File: config.mk
export PLATFORM = sky130hd
export DESIGN_NAME = multicycle_controller
export DESIGN_NICKNAME = d
export VERILOG_FILES = /design/src/rtl/rv32i_pkg.sv /design/src/rtl/alu_decoder.sv /design/src/rtl/multicycle_controller.sv
export SDC_FILE = /design/constraint.sdc
export NUM_CORES = 1
export LEC_CHECK = 0
export ABC_AREA = 1
export BUFFER_PORTS_ARGS = -buffer_cell sky130_fd_sc_hd__buf_2
export CELL_PAD_IN_SITES_DETAIL_PLACEMENT = 0
export CELL_PAD_IN_SITES_GLOBAL_PLACEMENT = 1
export CORE_UTILIZATION = 28
export DETAILED_ROUTE_END_ITERATION = 7
export PLACE_DENSITY_LB_ADDON = 0.3
export SKIP_LAST_GASP = 1
export SYNTH_ARGS = -nofsm -noshare
export SYNTH_HDL_FRONTEND = slang
export SYNTH_HIERARCHICAL = 1
export SYNTH_SLANG_ARGS = --single-unit
File: constraint.sdc
create_clock -name clk -period 2.7 [get_ports clk]
set_input_delay 0.81 -clock clk [delete_from_list [all_inputs] [get_ports clk]]
set_output_delay 0.81 -clock clk [all_outputs]
set_load 0.03 [all_outputs]
File: src/rtl/rv32i_pkg.sv
// rv32i_pkg: shared encodings for the multicycle RV32I control path.
// Holds the FSM state type, opcode constants, ALU op classes and the
// select encodings driven onto the datapath muxes and immediate extender.
package rv32i_pkg;
  typedef enum logic [3:0] {
    S_FETCH, S_DECODE, S_MEMADR, S_MEMREAD, S_MEMWB, S_MEMWRITE, S_EXECR,
    S_EXECI, S_ALUWB, S_BRANCH, S_JAL, S_LUI, S_ILLEGAL
  } state_t;
  typedef enum logic [1:0] {ALUOP_ADD, ALUOP_SUB, ALUOP_FUNCT} alu_op_t;
  localparam logic [6:0] OP_LOAD   = 7'b0000011;
  localparam logic [6:0] OP_STORE  = 7'b0100011;
  localparam logic [6:0] OP_R      = 7'b0110011;
  localparam logic [6:0] OP_I      = 7'b0010011;
  localparam logic [6:0] OP_BRANCH = 7'b1100011;
  localparam logic [6:0] OP_JAL    = 7'b1101111;
  localparam logic [6:0] OP_LUI    = 7'b0110111;
  localparam logic [2:0] IMM_I = 3'b000;
  localparam logic [2:0] IMM_S = 3'b001;
  localparam logic [2:0] IMM_B = 3'b010;
  localparam logic [2:0] IMM_U = 3'b011;
  localparam logic [2:0] IMM_J = 3'b100;
  localparam logic [2:0] ALU_ADD = 3'b000;
  localparam logic [2:0] ALU_SUB = 3'b001;
  localparam logic [2:0] ALU_AND = 3'b010;
  localparam logic [2:0] ALU_OR  = 3'b011;
  localparam logic [2:0] ALU_SLT = 3'b101;
  localparam logic [1:0] RES_ALUOUT    = 2'b00;
  localparam logic [1:0] RES_DATA      = 2'b01;
  localparam logic [1:0] RES_ALURESULT = 2'b10;
  localparam logic [1:0] A_PC    = 2'b00;
  localparam logic [1:0] A_OLDPC = 2'b01;
  localparam logic [1:0] A_REGA  = 2'b10;
  localparam logic [1:0] A_ZERO  = 2'b11;
  localparam logic [1:0] B_REGB = 2'b00;
  localparam logic [1:0] B_IMM  = 2'b01;
  localparam logic [1:0] B_FOUR = 2'b10;
endpackage

File: src/rtl/alu_decoder.sv
// alu_decoder: maps the FSM's ALU op class plus instruction fields to ALUControl.
// Ports: ALUOp (op class), Funct3, Funct7b5, Op5 (1 = R-type, 0 = I-type) in;
//        ALUControl out.
module alu_decoder
  import rv32i_pkg::*;
(
  input  alu_op_t    ALUOp,
  input  logic [2:0] Funct3,
  input  logic       Funct7b5,
  input  logic       Op5,
  output logic [2:0] ALUControl
);
  always_comb begin
    ALUControl = ALU_ADD;
    if (ALUOp == ALUOP_SUB) ALUControl = ALU_SUB;
    else if (ALUOp == ALUOP_FUNCT)
      case (Funct3)
        // only R-type may subtract; addi with imm[10]=1 stays an add
        3'b000:  ALUControl = (Op5 & Funct7b5) ? ALU_SUB : ALU_ADD;
        3'b010:  ALUControl = ALU_SLT;
        3'b110:  ALUControl = ALU_OR;
        3'b111:  ALUControl = ALU_AND;
        default: ALUControl = ALU_ADD;
      endcase
  end
endmodule

File: src/rtl/multicycle_controller.sv
// multicycle_controller: Moore FSM sequencing a multicycle RV32I datapath.
// Ports: clk, rst_n (async active-low); Op, Funct3, Funct7b5 instruction fields;
//        Zero (ALU flag), MemReady (memory handshake) in.
//        PCWrite, AdrSrc, MemWrite, IRWrite, RegWrite, ResultSrc, ALUSrcA,
//        ALUSrcB, ImmSrc, ALUControl datapath controls and Illegal out.
module multicycle_controller
  import rv32i_pkg::*;
(
  input  logic       clk,
  input  logic       rst_n,
  input  logic [6:0] Op,
  input  logic [2:0] Funct3,
  input  logic       Funct7b5,
  input  logic       Zero,
  input  logic       MemReady,
  output logic       PCWrite,
  output logic       AdrSrc,
  output logic       MemWrite,
  output logic       IRWrite,
  output logic       RegWrite,
  output logic [1:0] ResultSrc,
  output logic [1:0] ALUSrcA,
  output logic [1:0] ALUSrcB,
  output logic [2:0] ImmSrc,
  output logic [2:0] ALUControl,
  output logic       Illegal
);
  state_t  state, next;
  alu_op_t alu_op;
  always_ff @(posedge clk or negedge rst_n)
    if (!rst_n) state <= S_FETCH;
    else state <= next;
  always_comb begin
    next      = state;
    PCWrite   = 1'b0;
    AdrSrc    = 1'b0;
    MemWrite  = 1'b0;
    IRWrite   = 1'b0;
    RegWrite  = 1'b0;
    ResultSrc = RES_ALUOUT;
    ALUSrcA   = A_PC;
    ALUSrcB   = B_REGB;
    ImmSrc    = IMM_I;
    alu_op    = ALUOP_ADD;
    Illegal   = 1'b0;
    case (state)
      S_FETCH: begin
        ALUSrcB   = B_FOUR;
        ResultSrc = RES_ALURESULT;
        // reset forces FETCH, so gate the fetch strobes to keep them low in reset
        IRWrite   = MemReady & rst_n;
        PCWrite   = MemReady & rst_n;
        next      = MemReady ? S_DECODE : S_FETCH;
      end
      S_DECODE: begin
        ALUSrcA = A_OLDPC;
        ALUSrcB = B_IMM;
        ImmSrc  = IMM_B;
        case (Op)
          OP_LOAD, OP_STORE: next = S_MEMADR;
          OP_R:              next = S_EXECR;
          OP_I:              next = S_EXECI;
          OP_BRANCH:         next = S_BRANCH;
          OP_JAL:            next = S_JAL;
          OP_LUI:            next = S_LUI;
          default:           next = S_ILLEGAL;
        endcase
      end
      // Op[5] separates store (1) from load (0)
      S_MEMADR: begin
        ALUSrcA = A_REGA;
        ALUSrcB = B_IMM;
        ImmSrc  = Op[5] ? IMM_S : IMM_I;
        next    = Op[5] ? S_MEMWRITE : S_MEMREAD;
      end
      S_MEMREAD: begin
        AdrSrc = 1'b1;
        next   = MemReady ? S_MEMWB : S_MEMREAD;
      end
      S_MEMWB: begin
        ResultSrc = RES_DATA;
        RegWrite  = 1'b1;
        next      = S_FETCH;
      end
      S_MEMWRITE: begin
        AdrSrc   = 1'b1;
        MemWrite = 1'b1;
        next     = MemReady ? S_FETCH : S_MEMWRITE;
      end
      S_EXECR: begin
        ALUSrcA = A_REGA;
        alu_op  = ALUOP_FUNCT;
        next    = S_ALUWB;
      end
      S_EXECI: begin
        ALUSrcA = A_REGA;
        ALUSrcB = B_IMM;
        alu_op  = ALUOP_FUNCT;
        next    = S_ALUWB;
      end
      S_ALUWB: begin
        RegWrite = 1'b1;
        next     = S_FETCH;
      end
      // beq takes the branch on Zero, bne on !Zero
      S_BRANCH: begin
        ALUSrcA = A_REGA;
        alu_op  = ALUOP_SUB;
        PCWrite = Zero ^ Funct3[0];
        next    = S_FETCH;
      end
      S_JAL: begin
        ALUSrcA = A_OLDPC;
        ALUSrcB = B_FOUR;
        PCWrite = 1'b1;
        next    = S_ALUWB;
      end
      S_LUI: begin
        ALUSrcA = A_ZERO;
        ALUSrcB = B_IMM;
        ImmSrc  = IMM_U;
        next    = S_ALUWB;
      end
      S_ILLEGAL: Illegal = 1'b1;
      default:   next = S_FETCH;
    endcase
  end
  alu_decoder u_alu_decoder (
    .ALUOp     (alu_op),
    .Funct3    (Funct3),
    .Funct7b5  (Funct7b5),
    .Op5       (Op[5]),
    .ALUControl(ALUControl)
  );
endmodule

==> impl_metrics.toml, run 1 <==
[timing]
min_period_ns = 2.38
finalCritPeriodShare_pct = 88.0
clock_skew_ns = 0.000231
finalSetupViolations = 0
slew_viol_final = 0
rsz0062_at_grt = "no"
finalHoldViolCount = 0
max_freq_mhz = 421
fin_setup_tns_ns = 0

[cts]
clockBufferDepth = 2
post_cts_buffers = 0
clk_latency_ns = 0.23
cts_buffers = 3
clock-sinks = 4
root_buffer = "clkbuf_4"
postCtsHoldBufs = 0
htree_levels = 1
cts_tree = "done"
ctsResizeCount = 0
clkTransAtPathRegs_ns = 0.04

[drt]
top_layer = "met4"
drt_iter0_markers = 20
met2_length_um = 695
viasPerCell = 4.38
drtPass1Iterations = 4
ant_nets = 0
wl_um = 1550
num_vias = 744
met3_length_um = 73
drt-wirelength-per-cell_um = 9.09
wl_met1_um = 760
drc = 0

[grt]
grt.total_usage_pct = 13.9
overflow = 0
antenna_found_initial = 0
grt_max_degree = 7
grt_pass1_wl_um = 2180
first_global_vias = 553

[yosys]
synth_xor_area_share_pct = 1.51
synth_area_um2 = 582
synthTopCellsByArea = "nand2_1 (20%), dfrtp_1 (17%), inv_1 (14%)"
synth_mux_area_share_pct = 0
yosys.area_share.simple_pct = 55.3
synth_most_common_cell = "nand2_1"
synth_edf_count = 0
synth_compound_area_share_pct = 9.25
synth-seq-cells = 4
yosysUniqueCellTypes = 20
synth_largest_area_cell = "nand2_1"
syn_nets = 125
async_flop_share_pct = 100
synth_fa_ha_area_share_pct = 0
yosysSeqAreaShare_pct = 17.2
ys.flop_type = "dfrtp_1"
synth_common_cells = "nand2_1 (31), inv_1 (21), nor2_1 (19), nand3_1 (8)"
synth_top_area_share_pct = 20.0
syn_avg_cell_area_um2 = 5.29
synth_cells = 110
synth_top_family_by_area = "simple AND/OR/NAND/NOR gates"
ys.warnings.count = 6

[worst_setup_path]
rrSetupSlack_ns = 1.53
path_max_fanout = 4
worstPathRequired_ns = 1.89
crit_type = "flip-flop to primary output"
r2r-start = "state[2]$_DFFE_PN0N_"
cp_data_arrival_time_ns = 1.57
end_kind = "primary output"
setup.worst_path.start_class = "flip-flop"
worstRegToRegCells = 5
r2r-end = "state[1]$_DFFE_PN0N_"

[floorplan]
fp.dieW_um = 47.6
initial_core_util_pct = 29.7
num_io_pins = 33
fp-row-count = 16
dieArea_mm2 = 0.00226
die_y_um = 47.6
core_area_mm2 = 0.00196

[status]
status = "complete, no violations"

[cells_and_area]
fillCellCount = 259
largestRegisters = "state x4"
seq_area_um2 = 100
largest_reg_flops = 4
final_area_um2 = 786
area_delta_synth_final_pct = 35.1
multi_input_area_um2 = 388
antenna_cells = 0
drive_above_1_share_pct = 30.8
fin_cells = 170
layout.nets = 160
largest-register = "state"

[hold_path]
min_path_type = "input port to asynchronous set/reset pin"

[pwr]
p_leak_nw = 0.487
power_density_mw_per_mm2 = 797
max-vdd-ir-drop_mv = 0.376

[placed_design]
port_buffers = 31
placed_cells = 167
place.gp.congestion = 0.834
hpwl_um = 1320
placed_cell_area_um2 = 763

[run]
cap_violations = 0
==> routing by layer <==
layer | vias up | track usage [%]
met5 | - | 0
met4 | 0 | 7.78
met3 | 2 | 2.26
met2 | 22 | 22.5
met1 | 315 | 17.4
li1 | 405 | -
==> critical path, stage by stage (launching register included) <==
cell     delay, ns
dfrtp_1       0.38
inv_1         0.07
nor2_1        0.11
inv_1         0.10
nor2_1        0.14
inv_1         0.08
nor2_2        0.09
inv_1         0.06
nor3_2        0.09
buf_2         0.21
==> cells by family after synthesis <==
kind of cell | count (synthesis)
other | 1
buffers and inverters | 24
and+or+nand+nor | 71
xor gates and xnor gates | 1
AOI/OAI and AO/OA | 9
DFF | 4
==> area by class of cell <==
cell class                 count  area share [%]
multi-input combinational     82            49.4
inverter                      23            11.0
sequential                     4            12.7
clock buffer                   3            2.87
tap                           27            4.30
timing repair buffer          31            19.7
==> metrics by stage <==
step / setup WS [ns] / util [%] / hold WS (ns) / total power, mW
final: 0.323 / 40.1 / 0.377 / 0.626
after global routing: 0.145 / 40.1 / 0.390 / 0.667
after CTS: 0.321 / 40.1 / 0.382 / 0.627
after detailed placement: 0.472 / 38.9 / 0.623 / 0.554
after global placement: 0.452 / 38.9 / 0.624 / 0.556
after floorplan: 0.486 / - / 0.514 / 0.435
==> placed cells by master, fill, tap and decap left out, drive strengths merged <==
| cell type | synthesis | routed |
|---|---|---|
| o21ai | 4 | 4 |
| xor2 | 1 | 1 |
| nor3 | 3 | 3 |
| o211ai | 3 | 3 |
| nand3b | 1 | 1 |
| a21oi | 1 | 1 |
| dfrtp | 4 | 4 |
| nand4 | 2 | 2 |
| clkbuf | 0 | 3 |
| nand2 | 33 | 33 |
| conb | 1 | 1 |
| inv | 23 | 23 |
| nand3 | 8 | 8 |
| o22ai | 1 | 1 |
| nor2 | 24 | 24 |
| buf | 1 | 31 |
==> worst max-delay path by stage <==
stage                         start            end  cells after the start
2_1_floorplan  state[2]$_DFFE_PN0N_     ALUSrcA[0]                      3
3_3_place_gp              Funct3[0]  ALUControl[0]                      7
3_5_place_dp              Funct3[0]  ALUControl[0]                      7
4_1_cts        state[2]$_DFFE_PN0N_  ALUControl[2]                      9
5_1_grt        state[2]$_DFFE_PN0N_  ALUControl[2]                      9
6_report       state[2]$_DFFE_PN0N_  ALUControl[2]                      9
==> power breakdown <==
part / internal (mW) / switching (mW)
Clock: 0.0497 / 0.0243
Sequential: 0.0784 / 0.0146
Combinational: 0.122 / 0.337
Power figures use the tool's default switching activity.
==> run 2: changes to the inputs <==
- CTS_BUF_LIST: not set -> sky130_fd_sc_hd__clkbuf_4 sky130_fd_sc_hd__clkbuf_8 sky130_fd_sc_hd__clkbuf_16
- SETUP_SLACK_MARGIN: not set -> 0.5
==> impl_metrics.toml, run 2 (synthesis gave the netlist of run 1 again) <==
[worst_setup_path]
path_max_fanout = 4
end_kind = "primary output"
setup.worst_path.start_class = "flip-flop"
crit_type = "flip-flop to primary output"
rrSetupSlack_ns = 1.44
worstPathRequired_ns = 1.89
cp_data_arrival_time_ns = 1.46
r2r-end = "state[1]$_DFFE_PN0N_"
cp_cell_sequence = "buf_4 -> nor2_4 -> inv_4 -> nor2_4 -> nand3_2 -> nand3_2 -> buf_6"
crit_family = "simple AND/OR/NAND/NOR gates"
crit_slowest_cell = "dfrtp_2"
crit_buf_inv = 3
worstRegToRegCells = 7
r2r-start = "state[3]$_DFFE_PN0N_"
slowest_delay_ns = 0.43

[timing]
finalHoldViolCount = 0
max_freq_mhz = 441
min_period_ns = 2.27
clock_skew_ns = 0.00282
holdWs_ns = 0.384
finalSetupViolations = 0
fin_setup_tns_ns = 0
slew_viol_final = 0
setup_ws_ns = 0.434
finalCritPeriodShare_pct = 83.9
rsz0062_at_grt = "yes"

[grt]
grtUsageMet3_pct = 2.26
gr-usage-met1_pct = 19.0
antenna_found_initial = 0
grt.total_usage_pct = 15.2
overflow = 0
grt_max_degree = 7
grt_pass1_wl_um = 2410
met2_usage_pct = 25.2
first_global_vias = 600
grt.busiest_layer = "met2"

[status]
status = "complete, no violations"

[floorplan]
fp-row-count = 16
dieArea_mm2 = 0.00226
initial_core_util_pct = 29.7
die_y_um = 47.6
core_area_mm2 = 0.00196
num_io_pins = 33
fp.dieW_um = 47.6

[cts]
htree_levels = 1
clk_latency_ns = 0.23
cts_buffers = 3
clockBufferDepth = 2
clkTransAtPathRegs_ns = 0.04
clock-sinks = 4
root_buffer = "clkbuf_4"
cts_tree = "done"

[placed_design]
port_buffers = 31
place.gp.congestion = 0.834
placed_cell_area_um2 = 763
dp_slack_ns = 0.472
hpwl_um = 1320
placed_cells = 167

[drt]
drt-wirelength-per-cell_um = 10.1
drc = 0
num_vias = 821
drtPass1Iterations = 4
drt_iter0_markers = 21
ant_nets = 0
viasPerCell = 4.56
wl_um = 1810

[cells_and_area]
area_delta_synth_final_pct = 66.9
drive_above_1_share_pct = 47.7
final_cell_mix = "nand2_1 (31), buf_2 (20), buf_4 (16)"
fin_cells = 180
final_area_um2 = 971
fillCellCount = 231
layout_commonest_cell = "nand2_1"
largestRegisters = "state x4"
largest-register = "state"
antenna_cells = 0
fin_util_pct = 49.5
seq_area_um2 = 103
largest_reg_flops = 4
multi_input_area_um2 = 448
layout.nets = 170

[run]
cap_violations = 0

[pwr]
max-vdd-ir-drop_mv = 0.405
power_density_mw_per_mm2 = 829
power_mw = 0.805
p_leak_nw = 0.540

[hold_path]
min_path_type = "input port to asynchronous set/reset pin"
run 2: timing repair:
action	CTS	global route
pin swaps	6	8
endpoints found under the setup margin	8	12
gates cloned	0	0
gates resized for setup	23	24
hold buffers	0	0
setup buffers	7	3
run 2: area by class of cell:
class | instances | share of cell area [%]
clock buffer | 3 | 2.32
inverter | 23 | 9.41
multi-input combinational | 82 | 46.1
sequential | 4 | 10.6
tap | 27 | 3.48
timing repair buffer | 41 | 28.1
run 2: power by group:
group / internal, mW / switching, mW / leakage [nW]
Sequential: 0.0796 / 0.0184 / 0.0500
Clock: 0.0495 / 0.0220 / 0.0138
Combinational: 0.233 / 0.402 / 0.476
Total: 0.363 / 0.442 / 0.540
run 2: worst max-delay path by stage:
stage / from / to / slack [ns] / cells past startpoint
6_report: state[3]$_DFFE_PN0N_ / PCWrite / 0.43 / 7
3_5_place_dp: Funct3[0] / ALUControl[0] / 0.47 / 7
4_1_cts: state[3]$_DFFE_PN0N_ / ALUControl[2] / 0.43 / 8
3_3_place_gp: Funct3[0] / ALUControl[0] / 0.45 / 7
5_1_grt: state[2]$_DFFE_PN0N_ / ALUControl[2] / 0.34 / 9
2_1_floorplan: state[2]$_DFFE_PN0N_ / ALUSrcA[0] / 0.49 / 3
run 2: layer usage:
layer / share of wire (%) / vias to the layer above / wire length, um
li1: - / 426 / -
met1: 44 / 369 / 789
met2: 52 / 26 / 950
met3: 3.9 / 0 / 71
met4: 0 / 0 / 0
met5: 0 / - / 0
==> run 3: changes to the inputs <==
- CORE_UTILIZATION: 28 -> 26
- clock period: 2.7 -> 2.4 ns (I/O delays scaled with it)
==> impl_metrics.toml, run 3 (synthesis gave the netlist of run 1 again) <==
[drt]
wl_um = 2120
num_vias = 851
viasPerCell = 4.63
drt_iter0_markers = 10
drt-wirelength-per-cell_um = 11.5
drc = 0
drtPass1Iterations = 4
ant_nets = 0

[grt]
overflow = 0
antenna_found_initial = 0
first_global_vias = 802
gr-usage-met1_pct = 18.9
grt.total_usage_pct = 17.3
grt_max_degree = 7
grt.busiest_layer = "met2"
grt_pass1_wl_um = 3240
grtUsageMet3_pct = 2.49
met2_usage_pct = 31.7

[timing]
rsz0062_at_grt = "yes"
finalSetupViolations = 0
max_freq_mhz = 451
clock_skew_ns = 0.0123
setup_ws_ns = 0.182
finalCritPeriodShare_pct = 92.4
min_period_ns = 2.22
fin_setup_tns_ns = 0
slew_viol_final = 0
finalHoldViolCount = 0

[pwr]
power_mw = 1.09
p_comb_share_pct = 81.6
clockPowerShare_pct = 8.0
p_int_mw = 0.518
power_switching_mw = 0.570
power_density_mw_per_mm2 = 975
switching_share_pct = 52.4
power.share.sequential_pct = 10.3
max-vdd-ir-drop_mv = 0.587
p_leak_nw = 0.591

[cells_and_area]
final_cell_mix = "nand2_1 (29), buf_2 (15), buf_6 (15), buf_4 (15), nor2_1 (12)"
seq_area_um2 = 101
area_delta_synth_final_pct = 91.8
layout_commonest_cell = "nand2_1"
fillCellCount = 190
final_area_mm2 = 0.00112
multi_input_area_um2 = 510
drive_above_1_share_pct = 53.5
antenna_cells = 0
largest_reg_flops = 4
largestRegisters = "state x4"
largest-register = "state"
layout.nets = 174

[worst_setup_path]
worstRegToRegCells = 10
worstPathRequired_ns = 1.68
r2r-end = "state[1]$_DFFE_PN0N_"
setup.worst_path.start_class = "flip-flop"
cp_data_arrival_time_ns = 1.50
crit_slowest_cell = "dfrtp_1"
crit_type = "flip-flop to primary output"
cp_cell_sequence = "inv_2 -> nor2_4 -> inv_2 -> nor2_4 -> inv_2 -> nor2_4 -> inv_2 -> nor3_4 -> buf_6"
rrSetupSlack_ns = 0.85
end_kind = "primary output"
path_max_fanout = 3
r2r-start = "state[2]$_DFFE_PN0N_"
slowest_delay_ns = 0.41
path_common_cell = "inv_2"

[hold_path]
min_path_type = "input port to asynchronous set/reset pin"

[cts]
root_buffer = "clkbuf_4"
htree_levels = 1
clock-sinks = 4
clk_latency_ns = 0.24
clkTransAtPathRegs_ns = 0.05
cts_tree = "done"
postCtsHoldBufs = 0
clockBufferDepth = 2
cts_buffers = 3

[floorplan]
core_area_mm2 = 0.00204
die_y_um = 49.3
num_io_pins = 33
initial_core_util_pct = 28.5
fp-row-count = 16
dieArea_mm2 = 0.00243
fp.dieW_um = 49.3

[placed_design]
hpwl_um = 1370
port_buffers = 31
place.gp.congestion = 0.818
dp_slack_ns = 0.297
placed_cell_area_um2 = 816

[run]
cap_violations = 0

[status]
status = "complete, no violations"
run 3: changes by cell type in the layout (fill, tap and decap cells not counted), sizes merged:
cell / before / now
buf: 40 / 45
clkbuf: 4 / 3
run 3: timing repair:
item,CTS,global route
pin swaps,3,9
gates resized for setup,39,24
endpoints found under the setup margin,15,17
buffers inserted,10,4
run 3: worst max-delay path, delay by kind of cell (launching register included):
family | cells | cell delay (ns)
AND/OR/NAND/NOR | 4 | 0.43
buffers and inverters | 5 | 0.41
flip-flops | 1 | 0.41
run 3: worst max-delay path by stage:
stage | from | to | slack (ns) | cells after the start
2_1_floorplan | state[2]$_DFFE_PN0N_ | ALUSrcA[0] | 0.31 | 3
3_3_place_gp | Funct3[0] | PCWrite | 0.30 | 5
3_5_place_dp | Funct3[0] | PCWrite | 0.30 | 5
4_1_cts | state[3]$_DFFE_PN0N_ | ALUControl[2] | 0.21 | 8
5_1_grt | state[3]$_DFFE_PN0N_ | PCWrite | 0.11 | 7
6_report | state[2]$_DFFE_PN0N_ | ALUControl[2] | 0.18 | 9
run 3: stage by stage:
| step | util (%) | hold slack [ns] | instances |
|---|---|---|---|
| final | 54.7 | 0.290 | 184 |
| after detailed placement | 40.0 | 0.548 | 167 |
| after CTS | 49.5 | 0.301 | 180 |
| after global placement | 40.0 | 0.551 | 167 |
| after floorplan | - | 0.424 | 110 |
| after global routing | 54.7 | 0.286 | 184 |
run 3: cell type report:
cell class	instances	share of cell area, %
Multi-Input combinational cell	82	45.7
Timing Repair Buffer	45	32.0
Sequential cell	4	9.08
Inverter	23	8.18
Tap cell	27	3.03
Clock buffer	3	2.02
run 3: power by group through the flow:
stage	registers [mW]	logic (mW)	clock network (mW)
after CTS	0.108	0.749	0.0837
after global routing	0.114	0.949	0.0955
final	0.112	0.888	0.0874
after global placement	0.105	0.546	0
after detailed placement	0.105	0.545	0
after floorplan	0.102	0.413	0
run 3: layer usage:
| layer | up-vias | wire length [um] | share of wire [%] |
|---|---|---|---|
| met4 | 0 | 48 | 2.3 |
| met1 | 383 | 851 | 40 |
| li1 | 430 | - | - |
| met2 | 31 | 1150 | 54 |
| met5 | - | 0 | 0 |
| met3 | 7 | 74 | 3.5 |
